[src/rtl/product_accumulator_seq_pkg.sv]
// Shared types and default widths for the product accumulator.
// The ACC_SATURATE_EN macro is consumed by acc_add_sat; nothing here depends on it.
package product_accumulator_pkg;

  localparam int DATA_W = 64;
  localparam int ACC_W  = 72;
  localparam int LEN_W  = 16;

  typedef enum logic [1:0] {
    IDLE  = 2'd0,
    ACCUM = 2'd1,
    HOLD  = 2'd2
  } state_e;

endpackage

[src/rtl/product_accumulator_seq_if.sv]
// Product input and result output handshakes of the accumulator.
// The slave modport is the accumulator's view; master is the driver/consumer side.
interface product_accumulator_seq_if #(
  parameter int DATA_W = product_accumulator_pkg::DATA_W,
  parameter int ACC_W  = product_accumulator_pkg::ACC_W,
  parameter int LEN_W  = product_accumulator_pkg::LEN_W
) ();
  import product_accumulator_pkg::*;

  logic              iValid;
  logic              oReady;
  logic [DATA_W-1:0] iData;
  logic [LEN_W-1:0]  iLen;
  logic              oValid;
  logic              iReady;
  logic [ACC_W-1:0]  oData;
  logic              oOvf;

  modport slave (
    input  iValid, iData, iLen, iReady,
    output oReady, oValid, oData, oOvf
  );

  modport master (
    output iValid, iData, iLen, iReady,
    input  oReady, oValid, oData, oOvf
  );

endinterface

[src/rtl/product_accumulator_seq_acc_add_sat.sv]
// ACC_W accumulator adder with carry-out; ACC_SATURATE_EN selects clamp-to-all-ones,
// otherwise the sum wraps modulo 2^ACC_W.
module acc_add_sat #(
  parameter int ACC_W  = product_accumulator_pkg::ACC_W,
  parameter int DATA_W = product_accumulator_pkg::DATA_W
) (
  input  logic [ACC_W-1:0]  i_a,
  input  logic [DATA_W-1:0] i_b,
  output logic [ACC_W-1:0]  o_sum,
  output logic              o_carry
);
  import product_accumulator_pkg::*;

  logic [ACC_W:0] w_full;

  assign w_full  = {1'b0, i_a} + (ACC_W + 1)'(i_b);
  assign o_carry = w_full[ACC_W];

`ifdef ACC_SATURATE_EN
  assign o_sum = w_full[ACC_W] ? {ACC_W{1'b1}} : w_full[ACC_W-1:0];
`else
  assign o_sum = w_full[ACC_W-1:0];
`endif

endmodule

[src/rtl/product_accumulator_seq.sv]
// Dot-product accumulator behind the 32x32 multiplier: sums runs of iLen products
// and holds the result on a valid/ready output. Build option: ACC_SATURATE_EN.
module product_accumulator_seq #(
  parameter int DATA_W = product_accumulator_pkg::DATA_W,
  parameter int ACC_W  = product_accumulator_pkg::ACC_W,
  parameter int LEN_W  = product_accumulator_pkg::LEN_W
) (
  input  logic                       iClk,
  input  logic                       iRst,
  input  logic                       iEn,
  input  logic                       iClr,
  product_accumulator_seq_if.slave   bus
);
  import product_accumulator_pkg::*;

  localparam logic [LEN_W-1:0] LEN_ONE = LEN_W'(1);

  state_e             r_state;
  state_e             w_state_nxt;
  logic [ACC_W-1:0]   r_acc;
  logic [ACC_W-1:0]   w_acc_nxt;
  logic [LEN_W-1:0]   r_cnt;
  logic [LEN_W-1:0]   w_cnt_nxt;
  logic [LEN_W-1:0]   r_len;
  logic [LEN_W-1:0]   w_len_nxt;
  logic               r_ovf;
  logic               w_ovf_nxt;
  logic               r_valid;
  logic               w_valid_nxt;

  logic               w_ready;
  logic               w_accept;
  logic [LEN_W-1:0]   w_len_first;
  logic [LEN_W-1:0]   w_cnt_inc;
  logic [ACC_W-1:0]   w_sum;
  logic               w_carry;

  acc_add_sat #(
    .ACC_W  (ACC_W),
    .DATA_W (DATA_W)
  ) u_add (
    .i_a     (r_acc),
    .i_b     (bus.iData),
    .o_sum   (w_sum),
    .o_carry (w_carry)
  );

  // A beat coinciding with iClr is dropped even though oReady may be high.
  assign w_ready     = iEn && (r_state != HOLD);
  assign w_accept    = w_ready && bus.iValid && !iClr;
  assign w_len_first = (bus.iLen == '0) ? LEN_ONE : bus.iLen;
  assign w_cnt_inc   = r_cnt + LEN_ONE;

  // Next-state, accumulator, counter and result-flag logic.
  always_comb begin
    w_state_nxt = r_state;
    w_acc_nxt   = r_acc;
    w_cnt_nxt   = r_cnt;
    w_len_nxt   = r_len;
    w_ovf_nxt   = r_ovf;
    w_valid_nxt = r_valid;

    if (iClr) begin
      w_state_nxt = IDLE;
      w_acc_nxt   = '0;
      w_cnt_nxt   = '0;
      w_ovf_nxt   = 1'b0;
      w_valid_nxt = 1'b0;
    end else if (iEn) begin
      case (r_state)
        IDLE: begin
          if (w_accept) begin
            w_acc_nxt = ACC_W'(bus.iData);
            w_cnt_nxt = LEN_ONE;
            w_len_nxt = w_len_first;
            w_ovf_nxt = 1'b0;
            if (w_len_first == LEN_ONE) begin
              w_state_nxt = HOLD;
              w_valid_nxt = 1'b1;
            end else begin
              w_state_nxt = ACCUM;
              w_valid_nxt = 1'b0;
            end
          end else begin
            w_state_nxt = IDLE;
          end
        end
        ACCUM: begin
          if (w_accept) begin
            w_acc_nxt = w_sum;
            w_cnt_nxt = w_cnt_inc;
            w_ovf_nxt = r_ovf | w_carry;
            if (w_cnt_inc == r_len) begin
              w_state_nxt = HOLD;
              w_valid_nxt = 1'b1;
            end else begin
              w_state_nxt = ACCUM;
            end
          end else begin
            w_state_nxt = ACCUM;
          end
        end
        HOLD: begin
          if (bus.iReady) begin
            w_state_nxt = IDLE;
            w_valid_nxt = 1'b0;
          end else begin
            w_state_nxt = HOLD;
          end
        end
        default: begin
          w_state_nxt = IDLE;
          w_valid_nxt = 1'b0;
        end
      endcase
    end else begin
      w_state_nxt = r_state;
    end
  end

  // State and output registers with synchronous reset.
  always_ff @(posedge iClk) begin
    if (iRst) begin
      r_state <= IDLE;
      r_acc   <= '0;
      r_cnt   <= '0;
      r_len   <= LEN_ONE;
      r_ovf   <= 1'b0;
      r_valid <= 1'b0;
    end else begin
      r_state <= w_state_nxt;
      r_acc   <= w_acc_nxt;
      r_cnt   <= w_cnt_nxt;
      r_len   <= w_len_nxt;
      r_ovf   <= w_ovf_nxt;
      r_valid <= w_valid_nxt;
    end
  end

  assign bus.oReady = w_ready;
  assign bus.oValid = r_valid;
  assign bus.oData  = r_acc;
  assign bus.oOvf   = r_ovf;

endmodule

[src/flat_wrapper.sv]
// flat-port wrapper written by rule: the top's interface ports become plain ports
module product_accumulator_seq_flat import product_accumulator_pkg::*;
#(
  parameter int DATA_W = product_accumulator_pkg::DATA_W,
  parameter int ACC_W  = product_accumulator_pkg::ACC_W,
  parameter int LEN_W  = product_accumulator_pkg::LEN_W
)
  (iClk, iRst, iEn, iClr, bus_iValid, bus_iData, bus_iLen, bus_iReady, bus_oReady, bus_oValid, bus_oData, bus_oOvf);
  product_accumulator_seq_if #(.DATA_W(DATA_W), .ACC_W(ACC_W), .LEN_W(LEN_W)) bus_i ();
  input  logic iClk;
  input  logic iRst;
  input  logic iEn;
  input  logic iClr;
  input wire logic [$bits(bus_i.iValid)-1:0] bus_iValid;
  input wire logic [$bits(bus_i.iData)-1:0] bus_iData;
  input wire logic [$bits(bus_i.iLen)-1:0] bus_iLen;
  input wire logic [$bits(bus_i.iReady)-1:0] bus_iReady;
  output wire logic [$bits(bus_i.oReady)-1:0] bus_oReady;
  output wire logic [$bits(bus_i.oValid)-1:0] bus_oValid;
  output wire logic [$bits(bus_i.oData)-1:0] bus_oData;
  output wire logic [$bits(bus_i.oOvf)-1:0] bus_oOvf;
  assign bus_i.iValid = bus_iValid;
  assign bus_i.iData = bus_iData;
  assign bus_i.iLen = bus_iLen;
  assign bus_i.iReady = bus_iReady;
  assign bus_oReady = bus_i.oReady;
  assign bus_oValid = bus_i.oValid;
  assign bus_oData = bus_i.oData;
  assign bus_oOvf = bus_i.oOvf;
  product_accumulator_seq #(.DATA_W(DATA_W), .ACC_W(ACC_W), .LEN_W(LEN_W)) u_core (.iClk(iClk), .iRst(iRst), .iEn(iEn), .iClr(iClr), .bus(bus_i));
endmodule
[config.mk]
export PLATFORM = sky130hd
export DESIGN_NAME = product_accumulator_seq_flat
export DESIGN_NICKNAME = d
export VERILOG_FILES = /design/src/rtl/product_accumulator_seq_pkg.sv /design/src/rtl/product_accumulator_seq_if.sv /design/src/rtl/product_accumulator_seq_acc_add_sat.sv /design/src/rtl/product_accumulator_seq.sv /design/src/flat_wrapper.sv
export SDC_FILE = /design/constraint.sdc
export NUM_CORES = 1
export LEC_CHECK = 0
export BUFFER_PORTS_ARGS = -buffer_cell sky130_fd_sc_hd__buf_2
export CAP_MARGIN = 25
export CORE_ASPECT_RATIO = 0.6
export CORE_UTILIZATION = 58
export DETAILED_ROUTE_END_ITERATION = 8
export PLACE_DENSITY = 0.8
export RECOVER_POWER = 25
export SLEW_MARGIN = 20
export SYNTH_ARGS = -nofsm -noshare
export SYNTH_HDL_FRONTEND = slang
export SYNTH_SLANG_ARGS = --single-unit
[constraint.sdc]
create_clock -name iClk -period 4 [get_ports iClk]
set_input_delay 0.6 -clock iClk [delete_from_list [all_inputs] [get_ports iClk]]
set_output_delay 0.6 -clock iClk [all_outputs]
set_load 0.005 [all_outputs]
==> qor.txt <==
Clock transition at path regs -> 0.08 ns
Synth Instances -> 1231
Die width -> 163 µm
Vias/cell -> 6.37
Pre-CTS WS -> 0.292 ns
Total vias in the final route -> 9904
Clock Path Buffers -> 2
DPL Wire Length -> 21500 µm
Post-Synthesis Net Count -> 1383
Final setup viols -> 0
Post-CTS sizing -> 0
RSZ-0062 raised after global routing -> no
Port bufs -> 160
Post-synth cell types -> 71
Num CTS Buffers -> 9
Layout fillers -> 1311
Hold_buf cts -> 0
CTS H-tree lvls -> 3
Setup WS post-layout -> 0.626 ns
Worst hold-check path type -> register to register
Core ar. -> 14800 µm²
Synth Warn # -> 0
Total power -> 0.00259 W
Routed Antenna Nets -> 0
Critical path, cell by cell -> ha_1 > inv_1 > fa_1 > nor2b_1 > o2111ai_1 > nand3_1 > a2111oi_0 > buf_4 > o32ai_1 > buf_4 > a21oi_1 > o21ai_0 > xnor2_1 > a2111oi_0
Status -> finished clean
Ratio of final minimum period to clock period -> 84.3%
Area Overhead vs Synth -> 13.5%
DP Cell Count -> 1538
Largest net degree at the start of global routing -> 104
Min cycle time layout -> 3.37 ns
Final hold violation count -> 0
Slowest stage delay, CP -> 0.38 ns
Share of layout cells above drive strength 1 -> 15.3%
WP data arrival -> 3.62 ns
Die Height -> 98.3 µm
Worst hold margin -> 0.475 ns
Row count -> 34
MaxCap Viol Count -> 0
Final setup TNS -> 0 ns
Max-slew headroom -> 32.1%
TritonCTS clock tree -> done
Initial antenna violation count -> 0
Clock sink count -> 108
Fmax -> 0.296 GHz
Sequential-to-total area share from yosys stat -> 24.1%
Fraction of registers with async set/reset -> 0%
Yosys reg bits -> 108
FF/Latch Area -> 2160 µm²
CP startpoint kind -> register
Aggregate global routing overflow -> 0
Leakage -> 4.24 nW
Later-pin clock latency in the skew report -> 0.37 ns
Die area -> 16000 µm²
DRT Pass-1 Iters -> 7
Synthesized cell area -> 8970 µm²
Avg WL per Cell -> 18.3 µm
Worst slew pin tran -> 1.02 ns
Residual DRC -> 0
Postcts setup bufs -> 0
Final wirelength -> 28400 µm
Vias in the first global route -> 8620
First-pass GRT wire length -> 45800 µm
Post-Layout Cell Count -> 1554
Gpl congestion -> 0.991
Multi-input gate area -> 6420 µm²
Starting DRT DRC Count -> 1043
Leading area contributor after synthesis -> dfxtp_1
Ports -> 161
Pwr Density -> 255 nW/µm²
Nets -> 1503
Share of the synthesized area in the top cell type -> 24.1%
Slew Limit Fails -> 0
Synth top area cells -> dfxtp_1 24%, ha_1 9.1%, a21oi_1 8.9%
EDFF count, synth -> 0
Syn_area_per_cell -> 7.28 µm²
Synth cell count leaders -> 159 x a21oi_1, 143 x nand2_1, 110 x nor2_1, 108 x dfxtp_1, 71 x o21ai_0
CP required -> 4.25 ns
Clock Skews -> 0.0156 ns
Most numerous cell in the Yosys netlist -> a21oi_1
Critical path class -> register to register
GRT Resource Usage Total -> 35.6%
Initial Utilization -> 60.6%
Worst vdd ir -> 197 µV
Synth Flop Type -> dfxtp_1
CTS root buffer -> clkbuf_16
N_diodes -> 0
Crit-path max FO -> 4
Critical path capture point type -> register
Slowest cell on crit path -> fa_1
## per-layer routing
layer	part of all wire, %	global-route usage, %
met1	49	55.7
met2	38	46.9
met3	11	9.18
met4	1.8	8.13
met5	0	0
## state kept, by name, indices dropped and copies added, names as in the netlist
name,flops
u_core.bus.oValid,1
u_core.bus.oOvf,1
u_core.r_state,2
u_core.r_len,16
u_core.r_cnt,16
u_core.bus.oData,72
## kinds of logic after synthesis
family / after synthesis / share of synthesized area, %
AND/OR/NAND/NOR: 441 / 23.1
AO/OA/AOI/OAI: 414 / 29.0
flip-flops: 108 / 24.1
buffers and inverters: 101 / 4.34
XOR/XNOR: 79 / 7.72
adder cells (fa/ha/maj): 66 / 9.29
multiplexers: 22 / 2.46
## critical path, delay by kind of cell (launching register included)
family,cells,cell delay (ns)
compound gates,6,1.28
xor+xnor,1,0.10
flops,1,0.37
buf+inv,3,0.44
simple gates,2,0.40
fa+ha+maj,2,0.65
## through the flow
step,cell area [µm²],util (%)
CTS,10200,68.9
finish,10200,68.8
global route,10200,68.8
detailed placement,9890,66.8
global placement,9890,66.8
floorplan,8970,-
## worst paths after layout
kind | slack, ns | to | from | cells after the start
setup / recovery | 0.63 | u_core.bus.oData[48] | u_core.bus.oData[0] | 14
hold / removal | 0.47 | u_core.r_len[14] | u_core.r_len[14] | 2
setup reg to reg | 0.63 | u_core.bus.oData[48] | u_core.bus.oData[0] | 14
hold reg to reg | 0.47 | u_core.r_len[14] | u_core.r_len[14] | 2
## power by group
part	internal [W]	leakage (nW)	switching, W
combinational	0.000198	3.21	0.000327
sequential	0.00109	0.874	0.0000172
clock	0.000448	0.148	0.000507
total	0.00174	4.24	0.000851
## cells in the final DEF, fill, tap and decap left out, types with 6 or more instances in the layout
cell type,netlist,layout
or2_2,7,7
and2_1,9,9
o22ai_1,14,14
a31oi_1,16,16
xnor2_1,56,56
nand4_1,26,26
nor2b_1,9,9
or3_1,8,8
a211oi_1,37,37
a21oi_1,159,159
o31ai_1,6,6
clkbuf_16,0,9
nor4_1,6,6
clkbuf_1,57,14
nor3_1,34,34
dfxtp_1,108,107
ha_1,65,65
o21a_1,14,14
mux2i_1,22,22
inv_1,29,29
nand2b_1,7,7
o21ai_0,71,71
o21bai_1,15,15
nor2_1,110,109
a21o_1,26,26
and3_1,15,15
buf_2,8,146
nand2_1,143,143
nand3_1,44,44
buf_4,0,20
xor2_1,23,23
o211ai_1,6,6
## final cells by class
type                    instances  area share [%]
repair buffers                180            9.17
multi-input cells            1022            63.1
flip-flops and latches        108            21.3
well taps                     198            2.43
inverters                      30            1.11
clock inverters                 7           0.774
clock buffers                   9            2.21
Note: power is estimated with default switching activity, not from simulation.
